===== config.mk =====
export PLATFORM = sky130hd
export DESIGN_NAME = fetch_sequencer_flat
export DESIGN_NICKNAME = d
export VERILOG_FILES = /design/src/rtl/fetch_sequencer_if.sv /design/src/rtl/fetch_sequencer.sv /design/src/flat_wrapper.sv
export SDC_FILE = /design/constraint.sdc
export NUM_CORES = 1
export LEC_CHECK = 0
export ABC_AREA = 1
export BUFFER_PORTS_ARGS = -buffer_cell sky130_fd_sc_hd__buf_4
export CAP_MARGIN = 10
export CORE_MARGIN = 2
export CORE_UTILIZATION = 50
export CTS_CLUSTER_SIZE = 14
export DETAILED_ROUTE_END_ITERATION = 16
export HOLD_SLACK_MARGIN = 0.08
export PLACE_DENSITY = 0.79
export SLEW_MARGIN = 20
export SYNTH_ARGS = -nofsm -noshare
export SYNTH_HDL_FRONTEND = slang
export SYNTH_SLANG_ARGS = --single-unit
export TNS_END_PERCENT = 30

===== constraint.sdc =====
create_clock -name clk -period 2.9 [get_ports clk]
set_clock_uncertainty 0.2 [all_clocks]
set_input_delay 0.29 -clock clk [delete_from_list [all_inputs] [get_ports clk]]
set_output_delay 0.29 -clock clk [all_outputs]
set_load 0.02 [all_outputs]

===== src/rtl/fetch_sequencer_if.sv =====
// Hazard inputs and pipeline-control outputs exchanged between the IF-stage
// sequencer (slave) and the surrounding pipeline (master).
interface fetch_sequencer_if #(
  parameter int unsigned CNT_W = 16
);
  logic             ex_mem_pcsrc;
  logic             id_ex_memread;
  logic [4:0]       id_ex_rt;
  logic [31:0]      if_id_instr;
  logic             resume;
  logic             pc_write;
  logic             if_id_write;
  logic             if_id_flush;
  logic             id_ex_flush;
  logic             ex_mem_flush;
  logic [1:0]       state;
  logic             halted;
  logic [CNT_W-1:0] stall_cnt;
  logic [CNT_W-1:0] flush_cnt;

  modport master (
    output ex_mem_pcsrc, id_ex_memread, id_ex_rt, if_id_instr, resume,
    input  pc_write, if_id_write, if_id_flush, id_ex_flush, ex_mem_flush,
    input  state, halted, stall_cnt, flush_cnt
  );

  modport slave (
    input  ex_mem_pcsrc, id_ex_memread, id_ex_rt, if_id_instr, resume,
    output pc_write, if_id_write, if_id_flush, id_ex_flush, ex_mem_flush,
    output state, halted, stall_cnt, flush_cnt
  );
endinterface


===== src/rtl/fetch_sequencer.sv =====
// Fetch-stage control FSM: boot hold, load-use stalls, branch flushes and
// HALT drain/resume, with saturating stall and flush event counters.
module fetch_sequencer #(
  parameter int unsigned BOOT_CYCLES  = 4,
  parameter int unsigned DRAIN_CYCLES = 3,
  parameter logic [5:0]  HALT_OP      = 6'b111111,
  parameter int unsigned CNT_W        = 16
) (
  input  logic             clk,
  input  logic             reset,
  fetch_sequencer_if.slave bus
);

  typedef enum logic [1:0] {
    ST_BOOT  = 2'b00,
    ST_RUN   = 2'b01,
    ST_DRAIN = 2'b10,
    ST_HALT  = 2'b11
  } state_e;

  localparam int unsigned MAX_CYC = (BOOT_CYCLES > DRAIN_CYCLES) ? BOOT_CYCLES : DRAIN_CYCLES;
  localparam int unsigned SEQ_W   = (MAX_CYC > 1) ? $clog2(MAX_CYC) : 1;
  localparam logic [SEQ_W-1:0] BOOT_LAST  = SEQ_W'(BOOT_CYCLES - 1);
  localparam logic [SEQ_W-1:0] DRAIN_LAST = SEQ_W'(DRAIN_CYCLES - 1);

  function automatic logic [CNT_W-1:0] sat_inc(input logic [CNT_W-1:0] v);
    return (&v) ? v : v + CNT_W'(1);
  endfunction

  state_e           state_q, state_d;
  logic [SEQ_W-1:0] seq_q, seq_d;
  logic [CNT_W-1:0] stall_cnt_q, stall_cnt_d;
  logic [CNT_W-1:0] flush_cnt_q, flush_cnt_d;

  logic       pc_write, if_id_write, if_id_flush, id_ex_flush, ex_mem_flush, halted;
  logic [4:0] rs, rt;
  logic       hazard, halt_det;
  logic       unused_imm;

  assign rs         = bus.if_id_instr[25:21];
  assign rt         = bus.if_id_instr[20:16];
  assign hazard     = bus.id_ex_memread && (bus.id_ex_rt != 5'd0) &&
                      ((bus.id_ex_rt == rs) || (bus.id_ex_rt == rt));
  assign halt_det   = (bus.if_id_instr[31:26] == HALT_OP);
  assign unused_imm = ^bus.if_id_instr[15:0];

  always_comb begin
    state_d      = state_q;
    stall_cnt_d  = stall_cnt_q;
    flush_cnt_d  = flush_cnt_q;
    pc_write     = 1'b0;
    if_id_write  = 1'b0;
    if_id_flush  = 1'b0;
    id_ex_flush  = 1'b0;
    ex_mem_flush = 1'b0;
    halted       = 1'b0;

    unique case (state_q)
      ST_BOOT: begin
        if_id_flush  = 1'b1;
        id_ex_flush  = 1'b1;
        ex_mem_flush = 1'b1;
        if (seq_q == BOOT_LAST) state_d = ST_RUN;
      end
      ST_RUN: begin
        if (bus.ex_mem_pcsrc) begin
          pc_write     = 1'b1;
          if_id_write  = 1'b1;
          if_id_flush  = 1'b1;
          id_ex_flush  = 1'b1;
          ex_mem_flush = 1'b1;
          flush_cnt_d  = sat_inc(flush_cnt_q);
        end else if (hazard) begin
          id_ex_flush = 1'b1;
          stall_cnt_d = sat_inc(stall_cnt_q);
        end else if (halt_det) begin
          id_ex_flush = 1'b1;
          state_d     = ST_DRAIN;
        end else begin
          pc_write    = 1'b1;
          if_id_write = 1'b1;
        end
      end
      ST_DRAIN: begin
        // An older taken branch still in EX/MEM squashes the pending HALT.
        if (bus.ex_mem_pcsrc) begin
          pc_write     = 1'b1;
          if_id_write  = 1'b1;
          if_id_flush  = 1'b1;
          id_ex_flush  = 1'b1;
          ex_mem_flush = 1'b1;
          flush_cnt_d  = sat_inc(flush_cnt_q);
          state_d      = ST_RUN;
        end else begin
          id_ex_flush = 1'b1;
          if (seq_q == DRAIN_LAST) state_d = ST_HALT;
        end
      end
      ST_HALT: begin
        halted = 1'b1;
        if (bus.resume) begin
          pc_write    = 1'b1;
          if_id_write = 1'b1;
          state_d     = ST_RUN;
        end
      end
      default: state_d = ST_BOOT;
    endcase

    if (state_d != state_q)
      seq_d = '0;
    else if ((state_q == ST_BOOT) || (state_q == ST_DRAIN))
      seq_d = seq_q + SEQ_W'(1);
    else
      seq_d = seq_q;
  end

  always_ff @(posedge clk or negedge reset) begin
    if (!reset) begin
      state_q     <= ST_BOOT;
      seq_q       <= '0;
      stall_cnt_q <= '0;
      flush_cnt_q <= '0;
    end else begin
      state_q     <= state_d;
      seq_q       <= seq_d;
      stall_cnt_q <= stall_cnt_d;
      flush_cnt_q <= flush_cnt_d;
    end
  end

  assign bus.pc_write     = pc_write;
  assign bus.if_id_write  = if_id_write;
  assign bus.if_id_flush  = if_id_flush;
  assign bus.id_ex_flush  = id_ex_flush;
  assign bus.ex_mem_flush = ex_mem_flush;
  assign bus.halted       = halted;
  assign bus.state        = state_q;
  assign bus.stall_cnt    = stall_cnt_q;
  assign bus.flush_cnt    = flush_cnt_q;

endmodule

===== src/flat_wrapper.sv =====
// flat-port wrapper written by rule: the top's interface ports become plain ports
module fetch_sequencer_flat 
#(
  parameter int unsigned BOOT_CYCLES  = 4,
  parameter int unsigned DRAIN_CYCLES = 3,
  parameter logic [5:0]  HALT_OP      = 6'b111111,
  parameter int unsigned CNT_W        = 16
)
  (clk, reset, bus_ex_mem_pcsrc, bus_id_ex_memread, bus_id_ex_rt, bus_if_id_instr, bus_resume, bus_pc_write, bus_if_id_write, bus_if_id_flush, bus_id_ex_flush, bus_ex_mem_flush, bus_state, bus_halted, bus_stall_cnt, bus_flush_cnt);
  fetch_sequencer_if #(.CNT_W(CNT_W)) bus_i ();
  input  logic clk;
  input  logic reset;
  input wire logic [$bits(bus_i.ex_mem_pcsrc)-1:0] bus_ex_mem_pcsrc;
  input wire logic [$bits(bus_i.id_ex_memread)-1:0] bus_id_ex_memread;
  input wire logic [$bits(bus_i.id_ex_rt)-1:0] bus_id_ex_rt;
  input wire logic [$bits(bus_i.if_id_instr)-1:0] bus_if_id_instr;
  input wire logic [$bits(bus_i.resume)-1:0] bus_resume;
  output wire logic [$bits(bus_i.pc_write)-1:0] bus_pc_write;
  output wire logic [$bits(bus_i.if_id_write)-1:0] bus_if_id_write;
  output wire logic [$bits(bus_i.if_id_flush)-1:0] bus_if_id_flush;
  output wire logic [$bits(bus_i.id_ex_flush)-1:0] bus_id_ex_flush;
  output wire logic [$bits(bus_i.ex_mem_flush)-1:0] bus_ex_mem_flush;
  output wire logic [$bits(bus_i.state)-1:0] bus_state;
  output wire logic [$bits(bus_i.halted)-1:0] bus_halted;
  output wire logic [$bits(bus_i.stall_cnt)-1:0] bus_stall_cnt;
  output wire logic [$bits(bus_i.flush_cnt)-1:0] bus_flush_cnt;
  assign bus_i.ex_mem_pcsrc = bus_ex_mem_pcsrc;
  assign bus_i.id_ex_memread = bus_id_ex_memread;
  assign bus_i.id_ex_rt = bus_id_ex_rt;
  assign bus_i.if_id_instr = bus_if_id_instr;
  assign bus_i.resume = bus_resume;
  assign bus_pc_write = bus_i.pc_write;
  assign bus_if_id_write = bus_i.if_id_write;
  assign bus_if_id_flush = bus_i.if_id_flush;
  assign bus_id_ex_flush = bus_i.id_ex_flush;
  assign bus_ex_mem_flush = bus_i.ex_mem_flush;
  assign bus_state = bus_i.state;
  assign bus_halted = bus_i.halted;
  assign bus_stall_cnt = bus_i.stall_cnt;
  assign bus_flush_cnt = bus_i.flush_cnt;
  fetch_sequencer #(.BOOT_CYCLES(BOOT_CYCLES), .DRAIN_CYCLES(DRAIN_CYCLES), .HALT_OP(HALT_OP), .CNT_W(CNT_W)) u_core (.clk(clk), .reset(reset), .bus(bus_i));
endmodule

==> metrics.txt, run 1 <==
ANT cells=0; hold violation total from the final report=0; final instance area=between 2000 and 3000 sq um; detailed-routing iteration count for the pre-antenna-repair pass=4; Mapped Avg Cell Area=7.66 sq um; Post-Place Worst Slack=between 0.5 and 0.6 ns; post-route antenna net violation count=0; utilization of the core after routing=approximately 66%; number of maximum-capacitance violations=0; WP data required=2.91 ns; Main synth FF type=sky130_fd_sc_hd__dfrtp_1; slew at the pin closest to its max-slew limit=0.501 ns; run status=complete, no violations; CTS root buffer=sky130_fd_sc_hd__clkbuf_8; maximum fanout count along the critical path=12; count of placed standard cells in the final layout, fillers left out=421; total power of the final layout=between 1.5 and 2 mW; share of synthesized flip-flops with an asynchronous set or reset=100%; static power due to leakage=~1.6 nW; Sinks on Clock Net=36; worst hold slack=roughly 0.29 ns; global route total overflow=0; Top Ports=82; setup violators final=0; clock slew at the register clock pins of the worst setup and hold paths=0.07 ns; number of buffers created by CTS=5; combinational cell fraction of total power=43.1%; part of the total power dissipated in sequential elements=37.5%; CP Capture Type=flop; post-detailed-placement half-perimeter wirelength=approximately 3900 microns; RSZ-0062 raised after global routing=false; area of the die=~5100 sq um; Total Neg Setup Slack=0 ns; weighted congestion reported at the end of routability-driven placement=~0.87; synth warn=0; cell taking the most area after synthesis=sky130_fd_sc_hd__dfrtp_1; largest net degree at the start of global routing=37; placed standard-cell area=2810 sq um; number of synthesized register bits=36; DRC Markers=0; startpoint of the lowest-slack register-to-register path=u_core.bus.stall_cnt[0]; first-pass GRT wire length=between 8000 and 9000 microns; Post-Syn Instances=298; wire length reported by the detailed router=approximately 4800 microns; Max Transition Viols Final=0; time the final worst path needs with I/O delays and setup=2.34 ns; count leader, synth=sky130_fd_sc_hd__nand2_1; synthesis-to-finish area growth=27.6%; routed wirelength normalized by instance count=11.5 microns; Slew headroom=between 60% and 70%; initial antenna violation count=0; CTS tree=built; Max IR drop VDD=382 uV; switching power=~0.76 mW; fraction of layout cells with a size suffix above 1=approximately 25%; register area share after synthesis=39.5%; number of rows in the core area=24; DIE WIDTH=71.6 microns; total number of H-tree levels=2; count of buffers from port buffering=65; top cells by area in the synthesized netlist=sky130_fd_sc_hd__dfrtp_1, sky130_fd_sc_hd__nand2_1, sky130_fd_sc_hd__xor2_1; CP Launch Point=u_core.bus.stall_cnt[0]; total nets after synthesis=around 350; ranking of synthesized cells by instance count=sky130_fd_sc_hd__nand2_1, sky130_fd_sc_hd__inv_1, sky130_fd_sc_hd__dfrtp_1, sky130_fd_sc_hd__nor2_1, sky130_fd_sc_hd__xor2_1; class of the most critical setup path=reg -> reg; standard cell core area=4380 sq um; via density per instance=4.93; signal arrival time at the worst endpoint=~2.4 ns; Internal=about 1.1 mW; post-synthesis cell type count=24; overall via count from detail_route=around 2100; total global routing track utilization=20.5%; starting DRC count in detailed routing=between 50 and 60; initial core utilization=52.1%; count of placed standard cells including taps=412; Synth Cell Area=around 2300 sq um; crit path launch type=flop; clock power share=between 10% and 20%; number of global-route vias before repair=1975; Net count, final=418; Yosys top cell area share=39.5%; DIE HEIGHT=71.6 microns; path type of the worst min-delay path=in -> async; Skew-Pair Late Insertion Delay=0.28 ns; FMAX=between 0.4 and 0.5 GHz; Max Buffers Root-to-Sink=2; switching fraction of total power=40.6%; post-route clock period utilization=80.5%; post-route setup slack=0.565 ns; power density relative to cell area=roughly 640 nW/um^2; EDFF count, synth=0
## area by class of cell
| type | count | area (sq um) |
|---|---|---|
| clock buffers | 8 | 90.1 |
| fillers | 394 | 1470 |
| inverters | 51 | 191 |
| multi-input cells | 208 | 1170 |
| flip-flops and latches | 36 | 901 |
| well taps | 52 | 65.1 |
| repair buffers | 66 | 498 |
## kinds of logic after synthesis
group | after synthesis | share of synthesized area, %
AO/OA/AOI/OAI | 16 | 3.73
AND/OR/NAND/NOR | 151 | 30.4
XOR/XNOR | 33 | 12.7
adder cells (fa/ha/maj) | 8 | 4.39
flip-flops | 36 | 39.5
buffers and inverters | 54 | 9.37
## worst paths after layout
check | to | slack (ns) | cells after the start
min in group clk | u_core.bus.flush_cnt[5] | 0.30 | 1
max reg2reg | u_core.bus.stall_cnt[7] | 0.56 | 9
max | u_core.bus.stall_cnt[7] | 0.56 | 9
min | u_core.bus.stall_cnt[6] | 0.29 | 2
min reg2reg | u_core.bus.flush_cnt[5] | 0.30 | 1
max in group asynchronous | u_core.seq_q[1] | 1.86 | 2
## layout by cell type (no fill, tap or decap)
cell,instances
sky130_fd_sc_hd__inv_2,6
sky130_fd_sc_hd__nor3_2,1
sky130_fd_sc_hd__xor2_1,22
sky130_fd_sc_hd__dlygate4sd3_1,1
sky130_fd_sc_hd__nor3_1,10
sky130_fd_sc_hd__nand4_2,1
sky130_fd_sc_hd__dfrtp_1,36
sky130_fd_sc_hd__clkbuf_8,6
sky130_fd_sc_hd__o21ai_0,10
sky130_fd_sc_hd__buf_4,65
sky130_fd_sc_hd__nor2_4,2
sky130_fd_sc_hd__nand4_1,7
sky130_fd_sc_hd__nand2_1,74
sky130_fd_sc_hd__o22ai_1,1
sky130_fd_sc_hd__clkbuf_1,2
sky130_fd_sc_hd__nand2_4,1
sky130_fd_sc_hd__ha_1,8
sky130_fd_sc_hd__nor2_1,28
sky130_fd_sc_hd__nor2_2,4
sky130_fd_sc_hd__inv_1,45
sky130_fd_sc_hd__xnor2_1,11
sky130_fd_sc_hd__nand2_2,5
sky130_fd_sc_hd__a21oi_1,4
sky130_fd_sc_hd__o2111ai_1,1
sky130_fd_sc_hd__nor3_4,1
sky130_fd_sc_hd__nand3_1,16
sky130_fd_sc_hd__nand3b_1,1
## power by group through the flow
stage	Combinational [mW]	Clock [mW]	Sequential (mW)
floorplan	0.440	0	0.775
global placement	0.788	0	0.703
detailed placement	0.809	0	0.703
CTS	0.811	0.370	0.698
global route	0.896	0.386	0.714
finish	0.803	0.360	0.698
## flip-flops by register name, indices dropped and copies added, names as in the netlist
register	count
u_core.bus.stall_cnt	16
u_core.bus.state	2
u_core.bus.flush_cnt	16
u_core.seq_q	2
## timing repair
item,4_1_cts,5_1_grt
endpoints found under the hold margin,36,0
hold buffers,1,0
gates resized for setup,0,0
setup buffers,0,0
## worst max-delay path, cell delays in order, from the launching register on
cell                      delay [ns]
sky130_fd_sc_hd__dfrtp_1        0.45
sky130_fd_sc_hd__ha_1           0.25
sky130_fd_sc_hd__inv_1          0.09
sky130_fd_sc_hd__nor2_1         0.08
sky130_fd_sc_hd__nand4_1        0.09
sky130_fd_sc_hd__nand2_1        0.09
sky130_fd_sc_hd__nor3_4         0.45
sky130_fd_sc_hd__nand2_1        0.22
sky130_fd_sc_hd__nor3_2         0.19
sky130_fd_sc_hd__xor2_1         0.16
## layer usage
metal  wire length, microns  global-route usage, %
met2                   2370                   35.4
met5                      0                      0
met4                     80                   7.55
met1                   2100                   25.2
met3                    281                   4.50
Power figures use the tool's default switching activity.
==> run 2, diff against run 1 <==
--- a/config.mk
+++ b/config.mk
@@ -5,15 +5,15 @@
 export SDC_FILE = /design/constraint.sdc
 export NUM_CORES = 1
 export LEC_CHECK = 0
-export ABC_AREA = 1
+export ABC_AREA = 0
 export BUFFER_PORTS_ARGS = -buffer_cell sky130_fd_sc_hd__buf_4
 export CAP_MARGIN = 10
 export CORE_MARGIN = 2
-export CORE_UTILIZATION = 50
+export CORE_UTILIZATION = 48
 export CTS_CLUSTER_SIZE = 14
 export DETAILED_ROUTE_END_ITERATION = 16
 export HOLD_SLACK_MARGIN = 0.08
-export PLACE_DENSITY = 0.79
+export PLACE_DENSITY = 0.78
 export SLEW_MARGIN = 20
 export SYNTH_ARGS = -nofsm -noshare
 export SYNTH_HDL_FRONTEND = slang
==> constraint.sdc (replaced) <==
create_clock -name clk -period 2.4 [get_ports clk]
set_clock_uncertainty 0.2 [all_clocks]
set_input_delay 0.24 -clock clk [delete_from_list [all_inputs] [get_ports clk]]
set_output_delay 0.24 -clock clk [all_outputs]
set_load 0.02 [all_outputs]
==> run 2 against run 1 <==
Clock power rose by 21%. Worst hold slack got worse by 0.11 ns. Critical path depth fell by 2. Via count fell by 16%. Combinational power rose by 6.7%. Sequential share of layout area rose by 2.4 points. Critical path type is now in -> out.
==> metrics.txt, run 2 <==
detailed-routing iteration count for the pre-antenna-repair pass=4; clock power share=20.9%; DRC Markers=0; FMAX=0.455 GHz; register area share after synthesis=43.6%; post-cts repair resize count=0; cell taking the most area after synthesis=sky130_fd_sc_hd__dfrtp_1; startpoint of the lowest-slack register-to-register path=u_core.bus.flush_cnt[3]; total number of H-tree levels=2; most frequent standard cell in the layout excluding fill and tap cells=sky130_fd_sc_hd__buf_4; initial core utilization=50.6%; maximum fanout count along the critical path=3; first-pass GRT wire length=7380 microns; WP data required=just under 2 ns; number of synthesized register bits=36; routed wirelength normalized by instance count=between 10 and 15 microns; Total Neg Setup Slack=0 ns; slew at the pin closest to its max-slew limit=0.462 ns; setup violators final=0; starting DRC count in detailed routing=107; ANT cells=0; utilization of the core after routing=between 60% and 70%; Max Buffers Root-to-Sink=2; path type of the worst min-delay path=in -> reg; crit path launch type=primary input; share of synthesized flip-flops with an asynchronous set or reset=between 90% and 100%; number of global-route vias before repair=between 1500 and 2000; time the final worst path needs with I/O delays and setup=~2.2 ns; switching power=just under 0.8 mW; CTS tree=built; top cells by area in the synthesized netlist=sky130_fd_sc_hd__dfrtp_1, sky130_fd_sc_hd__xnor2_1, sky130_fd_sc_hd__xor2_1; DIE WIDTH=69.6 microns; number of rows in the core area=23; Main synth FF type=sky130_fd_sc_hd__dfrtp_1; RSZ-0062 raised after global routing=false; global route total overflow=0; power density relative to cell area=770 nW/um^2; run status=complete, no violations; Max IR drop VDD=587 uV; wire length reported by the detailed router=about 4300 microns; signal arrival time at the worst endpoint=1.76 ns; post-synthesis cell type count=39; Post-CTS Setup Repair Bufs=0; Synth Cell Area=2070 sq um; total power of the final layout=2.08 mW; static power due to leakage=roughly 1.3 nW; CP Capture Type=primary output; standard cell core area=4090 sq um; Max Transition Viols Final=0; Post-Place Worst Slack=0.218 ns; via density per instance=between 5 and 6; total nets after synthesis=256; end of the worst register-to-register path=u_core.bus.flush_cnt[12]; number of cells traversed by the worst hold path=3; initial antenna violation count=0; count leader, synth=sky130_fd_sc_hd__dfrtp_1; Net count, final=roughly 330; hold violation total from the final report=0; Skew-Pair Late Insertion Delay=0.28 ns; footprint of the multi-input gates=roughly 1100 sq um; post-detailed-placement half-perimeter wirelength=3190 microns; part of the total power dissipated in sequential elements=between 30% and 40%; worst hold endpoint=u_core.bus.state[0]; count of buffers from port buffering=65; post-route clock period utilization=just over 90%; CTS root buffer=sky130_fd_sc_hd__clkbuf_8; Yosys top cell area share=43.6%; DIE HEIGHT=69.6 microns; Sinks on Clock Net=36; sequential cell area in the final layout=901 sq um; Top Ports=82; largest net degree at the start of global routing=37; startpoint of the lowest-slack hold path=bus_ex_mem_pcsrc; post-route antenna net violation count=0; switching fraction of total power=roughly 37%; Mapped Avg Cell Area=between 10 and 15 sq um; Slew headroom=69.0%; number of buffers created by CTS=5; EDFF count, synth=0; Post-CTS Hold Fix Bufs=1; weighted congestion reported at the end of routability-driven placement=0.863; synth warn=0; combinational cell fraction of total power=slightly above 40%; fraction of layout cells with a size suffix above 1=a little under a third; Layout fillers=341; post-route setup slack=0.203 ns; synthesis-to-finish area growth=30.9%; number of maximum-capacitance violations=0; clock slew at the register clock pins of the worst setup and hold paths=~0.070 ns; Post-Syn Instances=approximately 200; commonest cells after routing, fill and taps aside=sky130_fd_sc_hd__buf_4, sky130_fd_sc_hd__dfrtp_1, sky130_fd_sc_hd__xnor2_1; path depth of the worst reg2reg path=6; overall via count from detail_route=between 1500 and 2000; class of the most critical setup path=in -> out; total global routing track utilization=18.4%; Internal=roughly 1.3 mW; ranking of synthesized cells by instance count=sky130_fd_sc_hd__dfrtp_1, sky130_fd_sc_hd__xnor2_1, sky130_fd_sc_hd__nand2_1, sky130_fd_sc_hd__xor2_1; worst setup slack for register-to-register paths=0.21 ns; area of the die=4850 sq um
run 2: cell types whose count changed in the layout (fill, tap and decap cells not counted), moves of 5 or more:
cell                      previous run  this run
sky130_fd_sc_hd__nand2_2             5         0
sky130_fd_sc_hd__and3_1              0         6
sky130_fd_sc_hd__inv_2               6         0
sky130_fd_sc_hd__xor2_1             22        14
sky130_fd_sc_hd__nand4_1             7        13
sky130_fd_sc_hd__xnor2_1            11        27
sky130_fd_sc_hd__nand3_1            16         9
sky130_fd_sc_hd__nor2_1             28        13
sky130_fd_sc_hd__nand2_1            74        16
sky130_fd_sc_hd__inv_1              45         8
sky130_fd_sc_hd__nor3_1             10         3
run 2: worst max-delay path: stages:
cell and delay (ns):
sky130_fd_sc_hd__buf_4 0.13, sky130_fd_sc_hd__or4_1 0.52, sky130_fd_sc_hd__o21ai_1 0.32, sky130_fd_sc_hd__nor2_1 0.12, sky130_fd_sc_hd__o21ai_0 0.18, sky130_fd_sc_hd__a21oi_1 0.08
sky130_fd_sc_hd__buf_4 0.17
run 2: layout make-up:
class / instances / share of cell area, %
clock buffers: 8 / 3.33
inverters: 8 / 1.11
repair buffers: 70 / 19.5
multi-input cells: 155 / 40.5
well taps: 50 / 2.31
flip-flops and latches: 36 / 33.3
run 2: how the worst max path moves through the flow:
stage	from	endpoint	slack [ns]	depth (start not counted)
finish	bus_id_ex_rt[0]	bus_id_ex_flush	0.20	7
global route	u_core.bus.flush_cnt[3]	u_core.bus.flush_cnt[12]	0.06	6
CTS	bus_id_ex_rt[0]	bus_id_ex_flush	0.21	7
detailed placement	bus_id_ex_rt[0]	bus_if_id_write	0.22	6
global placement	bus_id_ex_rt[0]	u_core.seq_q[0]	0.21	6
floorplan	bus_id_ex_rt[0]	bus_pc_write	0.13	5
run 2: per-layer routing:
| metal | global-route usage, % | up-vias | wire (microns) |
|---|---|---|---|
| li1 | - | 860 | - |
| met1 | 23.9 | 835 | 1870 |
| met2 | 31.1 | 50 | 2110 |
| met3 | 4.22 | 5 | 255 |
| met4 | 4.91 | 0 | 45 |
| met5 | 0 | - | 0 |
run 2: power groups by stage:
stage	registers [mW]	logic, mW	clock network, mW
floorplan	0.876	0.466	0
global placement	0.799	0.848	0
detailed placement	0.803	0.859	0
CTS	0.792	0.863	0.447
global route	0.806	0.950	0.478
finish	0.791	0.857	0.436
run 2: stage by stage:
stage	instances	instance area (sq um)	hold slack (ns)
3_5_place_dp	318	2610	0.0192
4_1_cts	327	2710	0.171
2_1_floorplan	206	2070	-0.256
3_3_place_gp	318	2610	0.0166
6_report	327	2710	0.181
5_1_grt	327	2710	0.223
run 2: cells by family after synthesis:
logic type                 share of synthesized area (%)
DFF                                                 43.6
adders and majority gates                           4.84
muxes                                               1.09
xor gates and xnor gates                            17.4
and+or+nand+nor                                     21.4
buffers and inverters                               3.51
AOI/OAI and AO/OA                                   8.29
==> run 3, diff against run 2 <==
--- a/config.mk
+++ b/config.mk
@@ -9,13 +9,13 @@
 export BUFFER_PORTS_ARGS = -buffer_cell sky130_fd_sc_hd__buf_4
 export CAP_MARGIN = 10
 export CORE_MARGIN = 2
-export CORE_UTILIZATION = 48
+export CORE_UTILIZATION = 50
 export CTS_CLUSTER_SIZE = 14
 export DETAILED_ROUTE_END_ITERATION = 16
 export HOLD_SLACK_MARGIN = 0.08
-export PLACE_DENSITY = 0.78
+export PLACE_DENSITY = 0.81
 export SLEW_MARGIN = 20
 export SYNTH_ARGS = -nofsm -noshare
 export SYNTH_HDL_FRONTEND = slang
 export SYNTH_SLANG_ARGS = --single-unit
-export TNS_END_PERCENT = 30
+export TNS_END_PERCENT = 50
==> constraint.sdc (replaced) <==
create_clock -name clk -period 2.8 [get_ports clk]
set_clock_uncertainty 0.2 [all_clocks]
set_input_delay 0.28 -clock clk [delete_from_list [all_inputs] [get_ports clk]]
set_output_delay 0.28 -clock clk [all_outputs]
set_load 0.02 [all_outputs]
==> run 3 against run 2 <==
Register-to-register slack better by 0.34 ns. Count of clock-buffer cells in the layout stayed put. First-iteration DRC count is 20% lower. Wire length is 1.5% lower. Clock power is 15% lower. Final area is 0.83% lower. Sequential share of layout area is 0.28 points higher. Via count is 1.8% lower. Total power is 16% lower. Worst setup slack better by 0.33 ns. Largest power group unchanged. Highest routed layer unchanged.
==> metrics.txt, run 3 (synthesis gave the netlist of run 2 again) <==
run status=complete, no violations; overall via count from detail_route=around 1700; Max IR drop VDD=between 400 and 500 uV; weighted congestion reported at the end of routability-driven placement=0.846; synthesis-to-finish area growth=29.8%; Max Transition Viols Final=0; post-route setup slack=0.529 ns; DIE HEIGHT=around 70 microns; count of buffers from port buffering=65; category of cells accounting for the largest share of critical-path delay=simple AND/OR/NAND/NOR gates; initial antenna violation count=0; total global routing track utilization=19.3%; area of the die=4670 sq um; number of global-route vias before repair=1522; static power due to leakage=between 1 and 1.5 nW; first-pass GRT wire length=between 6000 and 7000 microns; combinational cell fraction of total power=39.8%; largest net degree at the start of global routing=37; Layout fillers=324; placed standard-cell area=2580 sq um; clock slew at the register clock pins of the worst setup and hold paths=0.06 ns; Max Buffers Root-to-Sink=2; CTS root buffer=sky130_fd_sc_hd__clkbuf_8; number of buffers created by CTS=5; Total Neg Setup Slack=0 ns; Sinks on Clock Net=36; power density relative to cell area=656 nW/um^2; fraction of layout cells with a size suffix above 1=29.9%; Skew-Pair Late Insertion Delay=0.28 ns; M3 GR Usage=6.09%; detailed-routing iteration count for the pre-antenna-repair pass=4; via density per instance=around 5.3; CP Capture Type=primary output; slew at the pin closest to its max-slew limit=approximately 0.43 ns; maximum fanout count along the critical path=3; class of the most critical setup path=in -> out; worst hold slack=approximately 0.24 ns; FMAX=0.440 GHz; post-detailed-placement half-perimeter wirelength=3140 microns; post-cts repair resize count=0; CP Launch Point=bus_id_ex_rt[0]; path type of the worst min-delay path=in -> reg; post-route antenna net violation count=0; Post-Place Worst Slack=0.520 ns; post-route clock period utilization=81.1%; DIE WIDTH=68.3 microns; Most Used Layer, Global Route=met2; Top Ports=82; count of placed standard cells including taps=between 300 and 400; commonest cells after routing, fill and taps aside=sky130_fd_sc_hd__buf_4, sky130_fd_sc_hd__dfrtp_1, sky130_fd_sc_hd__xnor2_1; critical path, cell by cell=buf_4 -> or4_1 -> o21ai_1 -> nor2_1 -> o21ai_0 -> a21oi_1 -> buf_4; WP data required=2.32 ns; global route total overflow=0; wire length reported by the detailed router=~4200 microns; global routing met2 resource utilization=32.8%; Net count, final=323; signal arrival time at the worst endpoint=1.79 ns; switching power=0.656 mW; switching fraction of total power=37.3%; number of rows in the core area=23; met1 routing resource usage after global routing=23.2%; startpoint of the lowest-slack hold path=bus_ex_mem_pcsrc; part of the total power dissipated in sequential elements=between 30% and 40%; starting DRC count in detailed routing=between 80 and 90; CTS tree=built; setup violators final=0; ANT cells=0; standard cell core area=roughly 4000 sq um; startpoint of the lowest-slack register-to-register path=u_core.bus.state[1]; delay of the slowest cell on the worst path=0.52 ns; Buf+Inv Stages, Crit Path=2; initial core utilization=between 50% and 60%; time the final worst path needs with I/O delays and setup=2.27 ns; count of placed standard cells in the final layout, fillers left out=324; total number of H-tree levels=2; most frequent standard cell in the layout excluding fill and tap cells=sky130_fd_sc_hd__buf_4; most frequent cell on the critical path=sky130_fd_sc_hd__buf_4; number of maximum-capacitance violations=0; clock power share=a little over a fifth; routed wirelength normalized by instance count=approximately 13 microns; crit path launch type=primary input; RSZ-0062 raised after global routing=false; hold violation total from the final report=0; DRC Markers=0; final instance area=2680 sq um; Internal=~1.1 mW; Slew headroom=71.0%; library cell contributing the largest single delay on the critical path=sky130_fd_sc_hd__or4_1
run 3: cell count changes in the layout (fill, tap and decap cells not counted), sizes merged:
cell,previous run,this run
buf,69,66
run 3: worst register-to-register path: cells and delay by family (launching register included):
kind,cells,cell delay (ns)
AOI/OAI and AO/OA,1,0.24
xor gates and xnor gates,1,0.18
adders and majority gates,1,0.30
buffers and inverters,1,0.12
DFF,1,0.48
and+or+nand+nor,3,0.64
run 3: path summary, 6_finish.rpt:
kind | to | slack, ns | cells after the start
max | bus_id_ex_flush | 0.53 | 7
min reg2reg | u_core.bus.flush_cnt[6] | 0.31 | 1
max reg2reg | u_core.bus.flush_cnt[13] | 0.55 | 7
min | u_core.bus.state[0] | 0.24 | 3
max in group asynchronous | u_core.bus.flush_cnt[10] | 1.81 | 2
min in group asynchronous | u_core.bus.stall_cnt[8] | 0.28 | 2
run 3: what timing repair did:
| action | CTS | global route |
|---|---|---|
| buffers inserted | 0 | 0 |
| hold endpoints to repair | 36 | 0 |
| hold buffers | 1 | 0 |
run 3: final cells by class:
type / instances / area [sq um] / share of cell area (%)
multi-input cells: 155 / 1090 / 40.8
flip-flops and latches: 36 / 901 / 33.6
repair buffers: 67 / 505 / 18.8
clock buffers: 8 / 90.1 / 3.36
well taps: 50 / 62.6 / 2.33
inverters: 8 / 30.0 / 1.12
run 3: layer usage:
layer / part of all wire [%] / vias to the layer above
li1: - / 851
met1: 43 / 811
met2: 50 / 50
met3: 6.2 / 6
met4: 1.0 / 0
met5: 0 / -
run 3: power groups by stage:
stage	sequential [mW]	combinational, mW	clock (mW)
floorplan	0.751	0.399	0
global placement	0.692	0.694	0
detailed placement	0.695	0.704	0
CTS	0.686	0.708	0.381
global route	0.701	0.781	0.407
finish	0.687	0.701	0.372
run 3: metrics by stage:
stage	utilization [%]	power, mW
floorplan	-	1.15
global placement	64.6	1.39
detailed placement	64.6	1.40
CTS	67.1	1.78
global route	67.1	1.89
finish	67.1	1.76
